`src/rtl/l0_xfer_pkg.sv`:
```
// rtl/l0_xfer_pkg.sv - shared status codes and channel state type for the L0 transfer counter
package l0_xfer_pkg;

  localparam logic [1:0] ST_IDLE = 2'b00;
  localparam logic [1:0] ST_LOAD = 2'b01;
  localparam logic [1:0] ST_COMP = 2'b10;
  localparam logic [1:0] ST_WB   = 2'b11;

  typedef enum logic [1:0] {
    CH_IDLE = 2'b00,
    CH_RUN  = 2'b01,
    CH_DONE = 2'b10
  } chan_state_t;

endpackage

```
`src/rtl/l0_xfer_chan.sv`:
```
// rtl/l0_xfer_chan.sv - one channel: IDLE/RUN/DONE FSM with saturating transfer cycle counter
module l0_xfer_chan
  import l0_xfer_pkg::*;
#(
  parameter int CNT_W  = 11,
  parameter int TARGET = 102
) (
  input  logic             clk,
  input  logic             rst_n,
  input  logic [1:0]       status,
  input  logic             stall,
  output logic [CNT_W-1:0] count,
  output logic             busy,
  output logic             done,
  output logic             done_pulse,
  output logic             abort_pulse,
  output logic             phase
);

  localparam logic [CNT_W-1:0] TGT     = CNT_W'(TARGET);
  localparam logic [CNT_W-1:0] CNT_ONE = CNT_W'(1);

  chan_state_t      state_q, state_d;
  logic [CNT_W-1:0] count_q, count_d, count_inc;
  logic             phase_q, phase_d;
  logic             done_p_q, done_p_d;
  logic             abort_p_q, abort_p_d;
  logic             active, same_code;

  always_ff @(posedge clk or negedge rst_n) begin
    if (!rst_n) begin
      state_q   <= CH_IDLE;
      count_q   <= '0;
      phase_q   <= 1'b0;
      done_p_q  <= 1'b0;
      abort_p_q <= 1'b0;
    end else begin
      state_q   <= state_d;
      count_q   <= count_d;
      phase_q   <= phase_d;
      done_p_q  <= done_p_d;
      abort_p_q <= abort_p_d;
    end
  end

  // The latched code is always active, so phase alone reconstructs it as {phase, 1}.
  always_comb begin
    active    = (status == ST_LOAD) || (status == ST_WB);
    same_code = (status == {phase_q, 1'b1});
    count_inc = count_q + CNT_ONE;
    state_d   = state_q;
    count_d   = count_q;
    phase_d   = phase_q;
    done_p_d  = 1'b0;
    abort_p_d = 1'b0;
    case (state_q)
      CH_IDLE: begin
        if (active && !stall) begin
          count_d  = CNT_ONE;
          phase_d  = status[1];
          state_d  = (TGT == CNT_ONE) ? CH_DONE : CH_RUN;
          done_p_d = (TGT == CNT_ONE);
        end
      end
      CH_RUN: begin
        if (!stall) begin
          if (same_code) begin
            count_d = count_inc;
            if (count_inc == TGT) begin
              state_d  = CH_DONE;
              done_p_d = 1'b1;
            end
          end else if (active) begin
            // Load <-> write-back switch restarts the transfer in the same cycle.
            abort_p_d = 1'b1;
            count_d   = CNT_ONE;
            phase_d   = status[1];
            state_d   = (TGT == CNT_ONE) ? CH_DONE : CH_RUN;
            done_p_d  = (TGT == CNT_ONE);
          end else begin
            abort_p_d = 1'b1;
            count_d   = '0;
            state_d   = CH_IDLE;
          end
        end
      end
      CH_DONE: begin
        if (!same_code) begin
          count_d = '0;
          state_d = CH_IDLE;
        end
      end
      default: begin
        count_d = '0;
        state_d = CH_IDLE;
      end
    endcase
  end

  always_comb begin
    count       = count_q;
    busy        = (state_q == CH_RUN);
    done        = (state_q == CH_DONE);
    done_pulse  = done_p_q;
    abort_pulse = abort_p_q;
    phase       = phase_q;
  end

endmodule

```
`src/rtl/l0_mem_transfer_counter.sv`:
```
// rtl/l0_mem_transfer_counter.sv - per-channel L0 memory transfer counters; optional stall input under L0_XFER_STALL_EN
module l0_mem_transfer_counter #(
  parameter int                      NUM_CH         = 3,
  parameter int                      CNT_W          = 11,
  parameter int                      START_OVERHEAD = 100,
  parameter logic [NUM_CH*CNT_W-1:0] CH_ITEMS       = {11'd8, 11'd8, 11'd2}
) (
  input  logic                      clk,
  input  logic                      rst_n,
  input  logic [2*NUM_CH-1:0]       ch_status,
`ifdef L0_XFER_STALL_EN
  input  logic [NUM_CH-1:0]         ch_stall,
`endif
  output logic [NUM_CH*CNT_W-1:0]   ch_count,
  output logic [NUM_CH-1:0]         ch_busy,
  output logic [NUM_CH-1:0]         ch_done,
  output logic [NUM_CH-1:0]         ch_done_pulse,
  output logic [NUM_CH-1:0]         ch_abort_pulse,
  output logic [NUM_CH-1:0]         ch_phase
);

  logic [NUM_CH-1:0] stall_vec;

`ifdef L0_XFER_STALL_EN
  assign stall_vec = ch_stall;
`else
  assign stall_vec = '0;
`endif

  for (genvar c = 0; c < NUM_CH; c++) begin : g_ch
    localparam int TGT = START_OVERHEAD + int'(CH_ITEMS[c*CNT_W +: CNT_W]);

    if (TGT < 1 || TGT > (2**CNT_W) - 1) begin : g_bad_target
      $error("l0_mem_transfer_counter: channel target out of range for counter width");
    end

    l0_xfer_chan #(
      .CNT_W  (CNT_W),
      .TARGET (TGT)
    ) u_chan (
      .clk         (clk),
      .rst_n       (rst_n),
      .status      (ch_status[2*c +: 2]),
      .stall       (stall_vec[c]),
      .count       (ch_count[c*CNT_W +: CNT_W]),
      .busy        (ch_busy[c]),
      .done        (ch_done[c]),
      .done_pulse  (ch_done_pulse[c]),
      .abort_pulse (ch_abort_pulse[c]),
      .phase       (ch_phase[c])
    );
  end

endmodule

```
`config.mk`:
```
export PLATFORM = sky130hd
export DESIGN_NAME = l0_mem_transfer_counter
export DESIGN_NICKNAME = d
export VERILOG_FILES = /design/src/rtl/l0_xfer_pkg.sv /design/src/rtl/l0_xfer_chan.sv /design/src/rtl/l0_mem_transfer_counter.sv
export SDC_FILE = /design/constraint.sdc
export NUM_CORES = 1
export LEC_CHECK = 0
export BUFFER_PORTS_ARGS = -buffer_cell sky130_fd_sc_hd__buf_2
export CAP_MARGIN = 20
export CORE_ASPECT_RATIO = 0.75
export CORE_MARGIN = 4
export CORE_UTILIZATION = 30
export CTS_BUF_LIST = sky130_fd_sc_hd__clkbuf_4 sky130_fd_sc_hd__clkbuf_8
export DETAILED_ROUTE_END_ITERATION = 8
export PLACE_DENSITY = 0.5
export SYNTH_ARGS = -nofsm -noshare
export SYNTH_HDL_FRONTEND = slang
export SYNTH_SLANG_ARGS = --single-unit
```
`constraint.sdc`:
```
create_clock -name clk -period 2 [get_ports clk]
set_input_delay 0.4 -clock clk [delete_from_list [all_inputs] [get_ports clk]]
set_output_delay 0.4 -clock clk [all_outputs]
set_load 0.005 [all_outputs]
```
==> out/metrics.yaml <==
finish:
  n_antenna_cell: 0
  final_common_cell: "buf_2"
  area_delta_synth_final_pct: 21.7
  final_cells: 509
  final_nets: 394
  drive_gt1_frac: 0.289
  layout_common_cells: "buf_2 (55), dfrtp_1 (47), o21ai_0 (45)"
synth:
  ys_types: 48
  synth-edff-count: 0
  synthTopCellsByArea: "dfrtp_1 (43%), o21ai_0 (8.0%), buf_4 (4.6%), nor2_1 (3.6%), nand2_1 (3.4%)"
  synth_top_area_frac: 0.429
  yosysSeqAreaShare: 0.429
  synth_nets: 327
  synthArstFlopShare: 1.00
  yosysTopAreaCell: "dfrtp_1"
  syn_area_per_cell_um2: 8.92
  synthCells: 314
  synth-seq-cells: 48
  ys.flop_type: "dfrtp_1"
  yosysWarnings: 0
  syn_area_um2: 2800
run:
  max_cap_violations: 0
worst_setup_path:
  required_ns: 2.24
  crit_type: "flop to flop"
  reg2reg_setup_slack_ns: 0.16
  max_stage_delay_ns: 0.55
  endpoint: "g_ch[1].u_chan.done_pulse$_DFF_PN0_"
  r2r_start: "g_ch[1].u_chan.count[0]$_DFFE_PN0P_"
  worstReg2RegEnd: "g_ch[1].u_chan.done_pulse$_DFF_PN0_"
  critPathLaunchType: "flop"
  path_cells: "ha_2 -> nand2_1 -> xor2_1 -> a41oi_1 -> or4_1 -> nor2_1"
  critPathArrivalTime_ns: 2.08
  crit_path_start: "g_ch[1].u_chan.count[0]$_DFFE_PN0P_"
  worstSetupEndpointType: "flop"
  ff2ff_path_depth: 6
  path_max_fanout: 7
  cp_slowest_cell: "or4_1"
die:
  start_util: 0.308
  io_pins: 56
  fp.dieH_um: 91.7
  rows: 30
  die_area_um2: 11000
  die_w_um: 120
  coreArea_um2: 9080
place:
  place_ws_ns: 0.0885
  gp_congestion: 0.834
  dp.cells: 502
  numPortBuffers: 55
  hpwl_mm: 5.21
run_status:
  outcome: "completed"
clocking:
  cts_made_buffers: 5
  cts_hold_buf: 0
  cts_tree: "done"
  clock_sinks: 48
  h-tree-depth: 2
  clock_latency_ns: 0.31
  root_buffer: "clkbuf_8"
  path_clk_slew_ns: 0.08
  cts_max_path_buffers: 2
drt:
  first_pass_iters: 4
  wl_mm: 7.19
  drc: 0
  initialDrtViolationCount: 228
  ant_nets: 0
  via_per_inst: 5.02
  wl_per_cell_um: 14.1
  vias: 2555
grt:
  grt_max_degree: 49
  grt_first_pass_wirelength_mm: 12.3
  grt_pass1_vias: 2442
  grt_usage: 0.135
  antenna_found_initial: 0
  grt-ovfl-total: 0
power_and_ir_drop:
  powerDensity_nw_per_um2: 554
  vdd_drop_max_v: 0.000240
  power_leakage_nw: 1.58
  power_mw: 1.89
timing:
  min_period_ns: 1.84
  hold_ws_ns: 0.0515
  fin_setup_tns_ns: 0
  skew_ns: 0.0130
  slew_violations: 0
  fmax_mhz: 542
  finalSetupViolCount: 0
  worst_slew_pin_slew_ns: 0.415
  fin_crit_sh: 0.922
  layout_setup_ws_ns: 0.155
  hold_viol_final: 0
  relSlewSlack: 0.722
  rsz0062_at_grt: "false"
min_path:
  hold_path.class: "primary input to async pin"
-- synthesized netlist by cell type (7+ instances only) --
| master | n |
|---|---|
| nand2_1 | 25 |
| clkbuf_1 | 7 |
| nand3_1 | 14 |
| inv_1 | 9 |
| o21ai_0 | 45 |
| nor2_1 | 27 |
| a21oi_1 | 8 |
| a31oi_1 | 11 |
| buf_4 | 17 |
| nand4_1 | 7 |
| dfrtp_1 | 48 |
| o31ai_1 | 9 |
| nor2b_1 | 8 |
| and3_1 | 9 |
-- layer usage --
metal / vias up / GRT usage / wire [um]
li1: 1276 / - / -
met1: 1205 / 0.202 / 3680
met2: 66 / 0.195 / 3060
met3: 8 / 0.0308 / 360
met4: 0 / 0.0391 / 87
met5: - / 0 / 0
-- power breakdown --
group / internal [mW] / total, mW / switching [mW]
Clock: 0.253 / 0.590 / 0.337
Combinational: 0.116 / 0.265 / 0.149
Sequential: 0.999 / 1.03 / 0.0342
Total: 1.37 / 1.89 / 0.520
-- state kept, by name, summed over array words and instances (netlist names) --
signal / cells
g_ch.u_chan.done_pulse: 3
g_ch.u_chan.abort_pulse: 3
g_ch.u_chan.state_q: 6
g_ch.u_chan.phase: 3
g_ch.u_chan.count: 33
-- cell type report --
cell class / count / area, um2
Clock buffer: 6 / 76.3
Timing Repair Buffer: 86 / 520
Multi-Input combinational cell: 231 / 1410
Clock inverter: 1 / 5.00
Fill cell: 979 / 5680
Tap cell: 128 / 160
Sequential cell: 48 / 1200
Inverter: 9 / 33.8
-- worst min path at each step --
stage | start | end | cells past startpoint
2_1_floorplan | rst_n | g_ch[0].u_chan.abort_pulse$_DFF_PN0_ | 0
3_3_place_gp | rst_n | g_ch[2].u_chan.abort_pulse$_DFF_PN0_ | 2
3_5_place_dp | rst_n | g_ch[2].u_chan.abort_pulse$_DFF_PN0_ | 2
4_1_cts | rst_n | g_ch[0].u_chan.count[1]$_DFFE_PN0P_ | 2
5_1_grt | rst_n | g_ch[2].u_chan.count[3]$_DFFE_PN0P_ | 2
6_report | rst_n | g_ch[2].u_chan.abort_pulse$_DFF_PN0_ | 2
-- worst max-delay path, delay by kind of cell (launching register included) --
family | cells | cell delay, ns
and+or+nand+nor | 3 | 0.74
AOI/OAI and AO/OA | 1 | 0.16
xor gates and xnor gates | 1 | 0.14
DFF | 1 | 0.45
adders and majority gates | 1 | 0.29
-- through the flow --
stage	cell area [um2]	utilization
2_1_floorplan	2800	-
4_1_cts	3400	0.374
6_report	3410	0.375
3_3_place_gp	3320	0.365
3_5_place_dp	3320	0.365
5_1_grt	3410	0.375
-- cells by family after synthesis --
| group | after synthesis | share of synthesized area |
|---|---|---|
| multiplexers | 4 | 0.0156 |
| AND/OR/NAND/NOR | 120 | 0.222 |
| XOR/XNOR | 6 | 0.0188 |
| flip-flops | 48 | 0.429 |
| AO/OA/AOI/OAI | 96 | 0.222 |
| adder cells (fa/ha/maj) | 5 | 0.0223 |
| buffers and inverters | 35 | 0.0706 |
-- what timing repair did --
action / in CTS / in global routing
gates resized for setup: 0 / 3
hold endpoints to repair: 0 / 0
setup buffers: 0 / 0
endpoints found under the setup margin: 0 / 3
Power figures use the tool's default switching activity.
